**config.mk**
```make
export PLATFORM = sky130hd
export DESIGN_NAME = alu_muldiv_flat
export DESIGN_NICKNAME = d
export VERILOG_FILES = /design/src/rtl/alu_muldiv_if.sv /design/src/rtl/alu_muldiv.sv /design/src/flat_wrapper.sv
export SDC_FILE = /design/constraint.sdc
export NUM_CORES = 1
export LEC_CHECK = 0
export BUFFER_PORTS_ARGS = -buffer_cell sky130_fd_sc_hd__buf_4
export CORE_ASPECT_RATIO = 1.2
export CORE_MARGIN = 2
export CORE_UTILIZATION = 30
export DETAILED_ROUTE_END_ITERATION = 6
export MAX_ROUTING_LAYER = met4
export PLACE_DENSITY = 0.45
export SETUP_SLACK_MARGIN = 0.05
export SYNTH_ARGS = -nofsm -noshare
export SYNTH_HDL_FRONTEND = slang
export SYNTH_SLANG_ARGS = --single-unit
export TNS_END_PERCENT = 10
```
**constraint.sdc**
```tcl
create_clock -name i_clk -period 3.6 [get_ports i_clk]
set_input_delay 0.36 -clock i_clk [delete_from_list [all_inputs] [get_ports i_clk]]
set_output_delay 0.36 -clock i_clk [all_outputs]
set_load 0.005 [all_outputs]
```
**src/rtl/alu_muldiv_if.sv**
```systemverilog
// alu_muldiv_if: request/result bundle between the execute stage and the
// iterative multiply/divide unit.
//   i_start  request strobe, only honoured while o_busy is low
//   i_op     000 MULT, 001 MULTU, 010 DIV, 011 DIVU, 100 MTHI, 101 MTLO
//   i_src1   rs operand: multiplicand, dividend or MTHI/MTLO data
//   i_src2   rt operand: multiplier or divisor
//   o_busy   operation in flight; stall HI/LO readers
//   o_done   one-cycle pulse when HI/LO take a new mul/div result
//   o_hi     HI register (product upper half / remainder)
//   o_lo     LO register (product lower half / quotient)
// master: the requesting stage; slave: the mul/div unit.
interface alu_muldiv_if #(
    parameter int unsigned WIDTH = 32,
    parameter int unsigned OPW   = 3
);
    logic             i_start;
    logic [OPW-1:0]   i_op;
    logic [WIDTH-1:0] i_src1;
    logic [WIDTH-1:0] i_src2;
    logic             o_busy;
    logic             o_done;
    logic [WIDTH-1:0] o_hi;
    logic [WIDTH-1:0] o_lo;

    modport master (
        output i_start, i_op, i_src1, i_src2,
        input  o_busy, o_done, o_hi, o_lo
    );

    modport slave (
        input  i_start, i_op, i_src1, i_src2,
        output o_busy, o_done, o_hi, o_lo
    );
endinterface

```
**src/rtl/alu_muldiv.sv**
```systemverilog
// alu_muldiv: iterative radix-2 multiply/divide unit that owns HI/LO.
// MULT/MULTU/DIV/DIVU take WIDTH+1 cycles (WIDTH CALC steps plus one FIX
// cycle). MTHI/MTLO write HI/LO in a single cycle without going busy.
// Ports:
//   i_clk    clock, rising edge
//   i_rst_n  synchronous reset, active-low
//   bus      alu_muldiv_if slave (start/op/operands in, busy/done/HI/LO out)
module alu_muldiv #(
    parameter int unsigned WIDTH = 32,
    parameter int unsigned OPW   = 3
) (
    input  logic         i_clk,
    input  logic         i_rst_n,
    alu_muldiv_if.slave  bus
);

    localparam int unsigned CW = $clog2(WIDTH + 1);

    typedef enum logic [1:0] {
        IDLE,
        CALC,
        FIX
    } state_e;

    state_e             state_q;
    logic [CW-1:0]      cnt_q;
    logic [2*WIDTH-1:0] acc_q;
    logic [WIDTH-1:0]   mcand_q;   // multiplicand, or divisor
    logic               is_div_q;
    logic               neg_res_q; // negate product / quotient
    logic               neg_rem_q; // remainder follows dividend sign
    logic               div0_q;
    logic               busy_q;
    logic               done_q;
    logic [WIDTH-1:0]   hi_q;
    logic [WIDTH-1:0]   lo_q;

    // Operand conditioning at acceptance
    logic               op_signed, op_div, s1_neg, s2_neg;
    logic [WIDTH-1:0]   a_op, b_op;

    // One CALC step
    logic [WIDTH:0]     mul_sum;
    logic [WIDTH:0]     div_r;
    logic               div_ge;
    logic [WIDTH-1:0]   div_sub;
    logic [2*WIDTH-1:0] acc_d;

    // FIX-cycle sign correction
    logic [2*WIDTH-1:0] prod_fix;
    logic [WIDTH-1:0]   quo, rem;
    logic [WIDTH-1:0]   hi_d, lo_d;

    always_comb begin
        op_signed = ~bus.i_op[0];
        op_div    = bus.i_op[1];
        s1_neg    = op_signed & bus.i_src1[WIDTH-1];
        s2_neg    = op_signed & bus.i_src2[WIDTH-1];
        a_op      = s1_neg ? ('0 - bus.i_src1) : bus.i_src1;
        b_op      = s2_neg ? ('0 - bus.i_src2) : bus.i_src2;
    end

    always_comb begin
        // Multiply: add multiplicand into the upper half when the current
        // multiplier bit (acc LSB) is set, then shift the whole pair right.
        mul_sum = {1'b0, acc_q[2*WIDTH-1:WIDTH]} + (acc_q[0] ? {1'b0, mcand_q} : '0);
        // Divide: remainder shifted left with the next dividend bit; the
        // difference fits in WIDTH bits whenever the subtraction is taken.
        div_r   = acc_q[2*WIDTH-1:WIDTH-1];
        div_ge  = div_r >= {1'b0, mcand_q};
        div_sub = div_r[WIDTH-1:0] - mcand_q;
        if (is_div_q) begin
            acc_d = {(div_ge ? div_sub : div_r[WIDTH-1:0]), acc_q[WIDTH-2:0], div_ge};
        end else begin
            acc_d = {mul_sum, acc_q[WIDTH-1:1]};
        end
    end

    always_comb begin
        prod_fix = neg_res_q ? ('0 - acc_q) : acc_q;
        quo      = acc_q[WIDTH-1:0];
        rem      = acc_q[2*WIDTH-1:WIDTH];
        if (is_div_q) begin
            // Divide-by-zero: the restoring loop already leaves the dividend
            // magnitude as remainder, so only the quotient needs forcing.
            lo_d = div0_q ? '1 : (neg_res_q ? ('0 - quo) : quo);
            hi_d = neg_rem_q ? ('0 - rem) : rem;
        end else begin
            hi_d = prod_fix[2*WIDTH-1:WIDTH];
            lo_d = prod_fix[WIDTH-1:0];
        end
    end

    always_ff @(posedge i_clk) begin
        if (!i_rst_n) begin
            state_q   <= IDLE;
            cnt_q     <= '0;
            acc_q     <= '0;
            mcand_q   <= '0;
            is_div_q  <= 1'b0;
            neg_res_q <= 1'b0;
            neg_rem_q <= 1'b0;
            div0_q    <= 1'b0;
            busy_q    <= 1'b0;
            done_q    <= 1'b0;
            hi_q      <= '0;
            lo_q      <= '0;
        end else begin
            done_q <= 1'b0;
            case (state_q)
                IDLE: begin
                    if (bus.i_start) begin
                        if (!bus.i_op[2]) begin
                            // Multiply: acc low = multiplier; divide: acc low = dividend.
                            acc_q     <= {{WIDTH{1'b0}}, (op_div ? a_op : b_op)};
                            mcand_q   <= op_div ? b_op : a_op;
                            is_div_q  <= op_div;
                            neg_res_q <= s1_neg ^ s2_neg;
                            neg_rem_q <= s1_neg;
                            div0_q    <= op_div & (bus.i_src2 == '0);
                            cnt_q     <= CW'(WIDTH);
                            busy_q    <= 1'b1;
                            state_q   <= CALC;
                        end else if (bus.i_op[1:0] == 2'b00) begin
                            hi_q <= bus.i_src1;
                        end else if (bus.i_op[1:0] == 2'b01) begin
                            lo_q <= bus.i_src1;
                        end
                    end
                end
                CALC: begin
                    acc_q <= acc_d;
                    cnt_q <= cnt_q - 1'b1;
                    if (cnt_q == CW'(1)) begin
                        state_q <= FIX;
                    end
                end
                FIX: begin
                    hi_q    <= hi_d;
                    lo_q    <= lo_d;
                    busy_q  <= 1'b0;
                    done_q  <= 1'b1;
                    state_q <= IDLE;
                end
                default: begin
                    state_q <= IDLE;
                    busy_q  <= 1'b0;
                end
            endcase
        end
    end

    assign bus.o_busy = busy_q;
    assign bus.o_done = done_q;
    assign bus.o_hi   = hi_q;
    assign bus.o_lo   = lo_q;

endmodule

```
**src/flat_wrapper.sv**
```systemverilog
// flat-port wrapper written by rule: the top's interface ports become plain ports
module alu_muldiv_flat 
#(
    parameter int unsigned WIDTH = 32,
    parameter int unsigned OPW   = 3
)
  (i_clk, i_rst_n, bus_i_start, bus_i_op, bus_i_src1, bus_i_src2, bus_o_busy, bus_o_done, bus_o_hi, bus_o_lo);
  alu_muldiv_if #(.WIDTH(WIDTH), .OPW(OPW)) bus_i ();
  input  logic i_clk;
  input  logic i_rst_n;
  input wire logic [$bits(bus_i.i_start)-1:0] bus_i_start;
  input wire logic [$bits(bus_i.i_op)-1:0] bus_i_op;
  input wire logic [$bits(bus_i.i_src1)-1:0] bus_i_src1;
  input wire logic [$bits(bus_i.i_src2)-1:0] bus_i_src2;
  output wire logic [$bits(bus_i.o_busy)-1:0] bus_o_busy;
  output wire logic [$bits(bus_i.o_done)-1:0] bus_o_done;
  output wire logic [$bits(bus_i.o_hi)-1:0] bus_o_hi;
  output wire logic [$bits(bus_i.o_lo)-1:0] bus_o_lo;
  assign bus_i.i_start = bus_i_start;
  assign bus_i.i_op = bus_i_op;
  assign bus_i.i_src1 = bus_i_src1;
  assign bus_i.i_src2 = bus_i_src2;
  assign bus_o_busy = bus_i.o_busy;
  assign bus_o_done = bus_i.o_done;
  assign bus_o_hi = bus_i.o_hi;
  assign bus_o_lo = bus_i.o_lo;
  alu_muldiv #(.WIDTH(WIDTH), .OPW(OPW)) u_core (.i_clk(i_clk), .i_rst_n(i_rst_n), .bus(bus_i));
endmodule
```
=== After elaboration in Yosys (flattened, before gate mapping) ===
Cells that the tools add are included.

* Register bits: 174
* Input bits: 70
* Word-level logic and storage cells: 86

* Add/sub/neg operators: 8
* Order comparisons: 1
* Eq/ne operators: 11
* Mux-type cells: 36
* Bitwise logic cells: 7
* Reductions and logical operators: 11

{| class="wikitable"
|+ Operators by type and width
! kind !! count
|-
| 32-bit 2-to-1 mux || 18
|-
| 64-bit 2-to-1 mux || 4
|-
| 32-bit one-hot mux with 2 select lines || 2
|-
| 64-bit one-hot mux with 2 select lines || 1
|-
| 1-bit by 32-bit subtractor with 32-bit output (first input constant) || 4
|-
| 1-bit by 64-bit subtractor with 64-bit output (first input constant) || 1
|-
| 32-bit by 33-bit adder with 33-bit output || 1
|-
| 33-bit by 32-bit greater-or-equal comparator with 1-bit output || 1
|-
| 32-bit zero test || 1
|-
| 32-bit subtractor || 1
|-
| 6-bit 2-to-1 mux || 2
|-
| 6-bit one-hot mux with 2 select lines || 1
|-
| 3-bit AND reduction || 4
|-
| 2-bit inequality test (second input constant) || 4
|-
| 6-bit by 1-bit == test with 1-bit output (second input constant) || 1
|-
| 2-bit 2-to-1 mux || 3
|-
| 2-bit by 1-bit inequality test with 1-bit output (second input constant) || 3
|-
| 6-bit by 1-bit subtractor with 6-bit output (second input constant) || 1
|-
| 5-bit AND reduction || 1
|-
| 2-bit by 1-bit == test with 1-bit output (second input constant) || 2
|-
| 2-bit zero test || 2
|-
| 2-bit one-hot mux with 2 select lines || 1
|-
| 4-bit AND reduction || 1
|-
| 2-bit nonzero test || 2
|-
| other kinds (6) || 12
|}

=== Logic depth before layout (Yosys ltp) ===
* Depth in word-level cells: 7
* Gate-level depth with buffers: 13
* Mapped depth without buffers: 13

=== Worst setup path after synthesis ===
Ideal clock, no wire load.

* Path kind: register to register
* Start: register u_core.acc_q[0]
* End: register u_core.hi_q[28] (netlist: u_core.bus.o_hi[28])
* Library setup time: 0.120 ns
* Arrival: 3.199 ns
* Required time: 3.480 ns
* Path slack: 0.281 ns
* Stages on the path, launching flop included: 13
* Buffers on the path: 2
* Period minus slack after synthesis: 3.319 ns
* Path through: dfxtp_1 inv_1 clkbuf_1 ha_1 or4b_1 nor4_2 a31oi_2 or3_1 buf_2 nor3_2 mux2i_1 nor4_1 a211o_1

* Longest elaborated chain between the ends: 4

{| class="wikitable"
|+ Ends and longest elaborated chain
! what !! RTL line !! source
|-
| start, declared || alu_muldiv.sv:27 || <nowiki>logic [2*WIDTH-1:0] acc_q;</nowiki>
|-
| start signal, assigned || alu_muldiv.sv:115 || <nowiki>acc_q <= {{WIDTH{1'b0}}, (op_div ? a_op : b_op)};</nowiki>
|-
| 1-bit by 64-bit subtractor with 64-bit output || alu_muldiv.sv:80 || <nowiki>prod_fix = neg_res_q ? ('0 - acc_q) : acc_q;</nowiki>
|-
| 64-bit 2-to-1 mux || alu_muldiv.sv:80 ||
|-
| 32-bit 2-to-1 mux || alu_muldiv.sv:83 || <nowiki>if (is_div_q) begin</nowiki>
|-
| 32-bit one-hot mux with 2 select lines || alu_muldiv.sv:110 || <nowiki>case (state_q)</nowiki>
|-
| end signal, assigned || alu_muldiv.sv:125 || <nowiki>hi_q <= bus.i_src1;</nowiki>
|-
| end signal, assigned || alu_muldiv.sv:139 || <nowiki>hi_q <= hi_d;</nowiki>
|-
| end, declared || alu_muldiv.sv:35 || <nowiki>logic [WIDTH-1:0] hi_q;</nowiki>
|}

Every way passes these cells.
A chain may end at the register's enable or synchronous reset.

=== Worst setup path in the final report ===
* Start: register u_core.acc_q[0]
* End: register u_core.acc_q[61]

* Longest elaborated chain between the ends: 4

{| class="wikitable"
|+ Ends and longest elaborated chain
! what !! RTL line !! source
|-
| 32-bit 2-to-1 mux || alu_muldiv.sv:66 || <nowiki>mul_sum = {1'b0, acc_q[2*WIDTH-1:WIDTH]} + (acc_q[0] ? {1'b0, mcand_q} : '0);</nowiki>
|-
| 32-bit by 33-bit adder with 33-bit output || alu_muldiv.sv:66 ||
|-
| 64-bit 2-to-1 mux || alu_muldiv.sv:72 || <nowiki>if (is_div_q) begin</nowiki>
|-
| 64-bit one-hot mux with 2 select lines || alu_muldiv.sv:110 ||
|}

Every way passes these cells.

==> impl_metrics.json <==
{
  "route.detailed.vias_per_inst": 5.70,
  "fin_crit_ps": 3360,
  "insertion_delay_ps": 490,
  "dieHeight_um": 246,
  "clkTransAtPathRegs_ps": 80,
  "die_area_um2": 50700,
  "place_hpwl_um": 54000,
  "root_buffer": "clkbuf_16",
  "hold_slack_ps": 186,
  "yosysTopAreaCellShare_pct": 23.7,
  "final-setup-viol-count": 0,
  "cellLeakagePower_nw": 6.82,
  "seqCellArea_um2": 3480,
  "total_power_mw": 5.95,
  "ios": 136,
  "seq_area_frac_synth_pct": 23.7,
  "nets": 2272,
  "grt_max_degree": 85,
  "path_delay_family": "compound AO/OA/AOI/OAI gates",
  "hold_viol": 0,
  "drive_gt1_share_pct": 14.2,
  "cts-htree-levels": 4,
  "report.final.slew_viol_count": 0,
  "synth_warnings": 0,
  "rrSetupSlack_ps": 240,
  "min_path_type": "input pin to flip-flop",
  "final_common_cell": "a21oi_1",
  "max_freq_mhz": 298,
  "synth_top_flop_cell": "dfxtp_1",
  "fin_area_um2": 17200,
  "slowest_delay_ps": 410,
  "fill_cells": 5316,
  "cpMaxStageDelayCell": "fa_1",
  "drc_errors": 0,
  "cts.sinks": 174,
  "critPathKind": "flip-flop to flip-flop",
  "slew_headroom_pct": 39.6,
  "status": "complete, no violations",
  "fin_crit_sh_pct": 93.2,
  "grt_pass1_wl_um": 99000,
  "vdd_drop_max_mv": 0.355,
  "cts_made_buffers": 17,
  "antenna_left": 0,
  "max-cap-violations": 0,
  "synth_nets": 2170,
  "gp_congestion": 0.967,
  "synth_top_area_cell": "dfxtp_1",
  "antennaDiodeCount": 0,
  "drtIter0Drc": 1319,
  "holdBufCountCts": 0,
  "p_per_area_nw_per_um2": 346,
  "place_ws_ps": 94.0,
  "crit_chain": "buf_4, and2_1, ha_1, inv_1, fa_1, nor2b_1, o2111ai_1, a31oi_1, buf_4, nand3_1, a31oi_2, o21ai_0, a21oi_2, nor4_1, o31ai_1",
  "start_kind": "flip-flop",
  "yosys_register_bits": 174,
  "yosys-top-cells-area": "dfxtp_1, a21oi_1, xnor2_1",
  "synthArstFlopShare_pct": 0,
  "mostFrequentLayoutCells": "a21oi_1, nand2_1, nor2_1",
  "crit_fanout": 6,
  "synth_area_um2": 14700,
  "io_buffers": 135,
  "critPathRequiredTime_ps": 4010,
  "setup_ws_ps": 244,
  "syn_inst": 2028,
  "wl_um": 68500,
  "multi_input_area_um2": 10500,
  "avgSynthCellArea_um2": 7.24,
  "die_w_um": 206,
  "wl_per_cell_um": 24.7,
  "arrival_ps": 3770,
  "vias": 15806,
  "ys_types": 85,
  "grt.total_usage_pct": 27.5,
  "clock_path_buffers": 2,
  "antenna_found_initial": 1,
  "rsz0062_at_grt": "false",
  "drtPass1Iterations": 7,
  "synth-edff-count": 0,
  "tightest_slew_ps": 906,
  "fin_tns_setup_ps": 0,
  "globalRouteOverflowTotal": 0,
  "areaGrowthSynthToFinish_pct": 17.1,
  "crit_top_cell": "buf_4",
  "finalClockSkew_ps": 15.4,
  "design.core.area_um2": 48200,
  "cp_num_buf_inv": 3,
  "dpl_cell_area_um2": 16600,
  "worstSetupEndpointType": "flip-flop",
  "start_util_pct": 30.4,
  "tritoncts": "built",
  "grt_pass1_vias": 15189,
  "rows": 88
}
==> layout make-up <==
| cell class | count | share of cell area, % |
|---|---|---|
| clock buffer | 19 | 2.58 |
| clock inverter | 12 | 0.655 |
| inverter | 71 | 1.55 |
| multi-input combinational | 1653 | 60.8 |
| sequential | 174 | 20.3 |
| tap | 630 | 4.59 |
| timing repair buffer | 213 | 9.52 |
==> power by group <==
group	switching (mW)	internal [mW]
combinational	1.22	0.705
sequential	0.123	2.02
clock	0.906	0.971
==> metrics by stage <==
step / cells / utilization [%]
after floorplan: 2028 / -
after global placement: 2741 / 34.4
after detailed placement: 2741 / 34.4
after CTS: 2772 / 35.5
after global routing: 2772 / 35.6
final: 2772 / 35.6
==> layer usage <==
layer	GRT usage, %	part of all wire [%]	up-vias
li1	-	-	7557
met1	32.0	41	7653
met2	45.1	48	448
met3	2.98	3.8	148
met4	16.9	6.9	0
met5	-	0	-
==> synthesized netlist by cell type, types with 5 or more instances <==
| library cell | number |
|---|---|
| a2bb2oi_1 | 5 |
| o211ai_1 | 33 |
| nor2b_1 | 17 |
| inv_1 | 69 |
| dfxtp_1 | 174 |
| xnor2_1 | 102 |
| o21bai_1 | 7 |
| buf_1 | 10 |
| nand2b_1 | 17 |
| and2_1 | 7 |
| or4_1 | 7 |
| o31ai_1 | 22 |
| mux2_2 | 13 |
| a22oi_1 | 15 |
| o31a_1 | 5 |
| o21ai_1 | 5 |
| a21oi_1 | 233 |
| o22ai_1 | 16 |
| or2_2 | 9 |
| a211oi_1 | 41 |
| mux2i_1 | 42 |
| a32oi_1 | 6 |
| nor3_1 | 45 |
| nor2_1 | 214 |
| xor2_1 | 74 |
| nand3_1 | 25 |
| nand4_1 | 16 |
| nand2_1 | 227 |
| o221ai_1 | 23 |
| a31oi_1 | 28 |
| clkbuf_1 | 109 |
| nor4_1 | 24 |
| and3_1 | 7 |
| o41ai_1 | 11 |
| o21a_1 | 13 |
| or3_1 | 13 |
| a21o_1 | 20 |
| o21ai_0 | 156 |
| a311oi_1 | 9 |
| a221oi_1 | 5 |
| ha_1 | 70 |
| a211o_1 | 5 |
==> kinds of logic after synthesis <==
group,after synthesis,share of synthesized area [%]
buffers and inverters,201,5.53
flip-flops,174,23.7
adder cells (fa/ha/maj),72,6.24
AND/OR/NAND/NOR,656,20.7
AO/OA/AOI/OAI,694,29.5
multiplexers,55,3.86
XOR/XNOR,176,10.5
==> worst register-to-register path, stage by stage, from the launching register on <==
cell and delay, ps:
dfxtp_1 340, buf_4 150, and2_1 130, ha_1 160
inv_1 60, fa_1 410, nor2b_1 180, o2111ai_1 150
a31oi_1 310, buf_4 210, nand3_1 150, a31oi_2 280
o21ai_0 200, a21oi_2 270, nor4_1 80, o31ai_1 220
==> what timing repair did <==
item	CTS	global route
setup buffers	0	0
endpoints found under the setup margin	0	11
gates resized for setup	0	8
==> worst paths after layout <==
kind / cells past startpoint / end / start
worst min-delay path: 3 / u_core.bus.o_hi[4]$_SDFFE_PN0P_ / bus_i_src1[4]
worst max register to register: 15 / u_core.acc_q[61]$_SDFFE_PN0P_ / u_core.acc_q[0]$_SDFFE_PN0P_
worst min register to register: 2 / u_core.mcand_q[4]$_SDFFE_PN0P_ / u_core.mcand_q[4]$_SDFFE_PN0P_
worst max-delay path: 15 / u_core.acc_q[61]$_SDFFE_PN0P_ / u_core.acc_q[0]$_SDFFE_PN0P_
==> sequential cells by signal (all words and copies together) (netlist names) <==
register / flops
u_core.bus.o_hi: 32
u_core.bus.o_lo: 32
u_core.is_div_q: 1
u_core.bus.o_done: 1
u_core.acc_q: 64
u_core.div0_q: 1
u_core.bus.o_busy: 1
u_core.neg_res_q: 1
u_core.cnt_q: 6
u_core.neg_rem_q: 1
u_core.state_q: 2
u_core.mcand_q: 32
No activity file was read; power rests on OpenSTA's default activity.
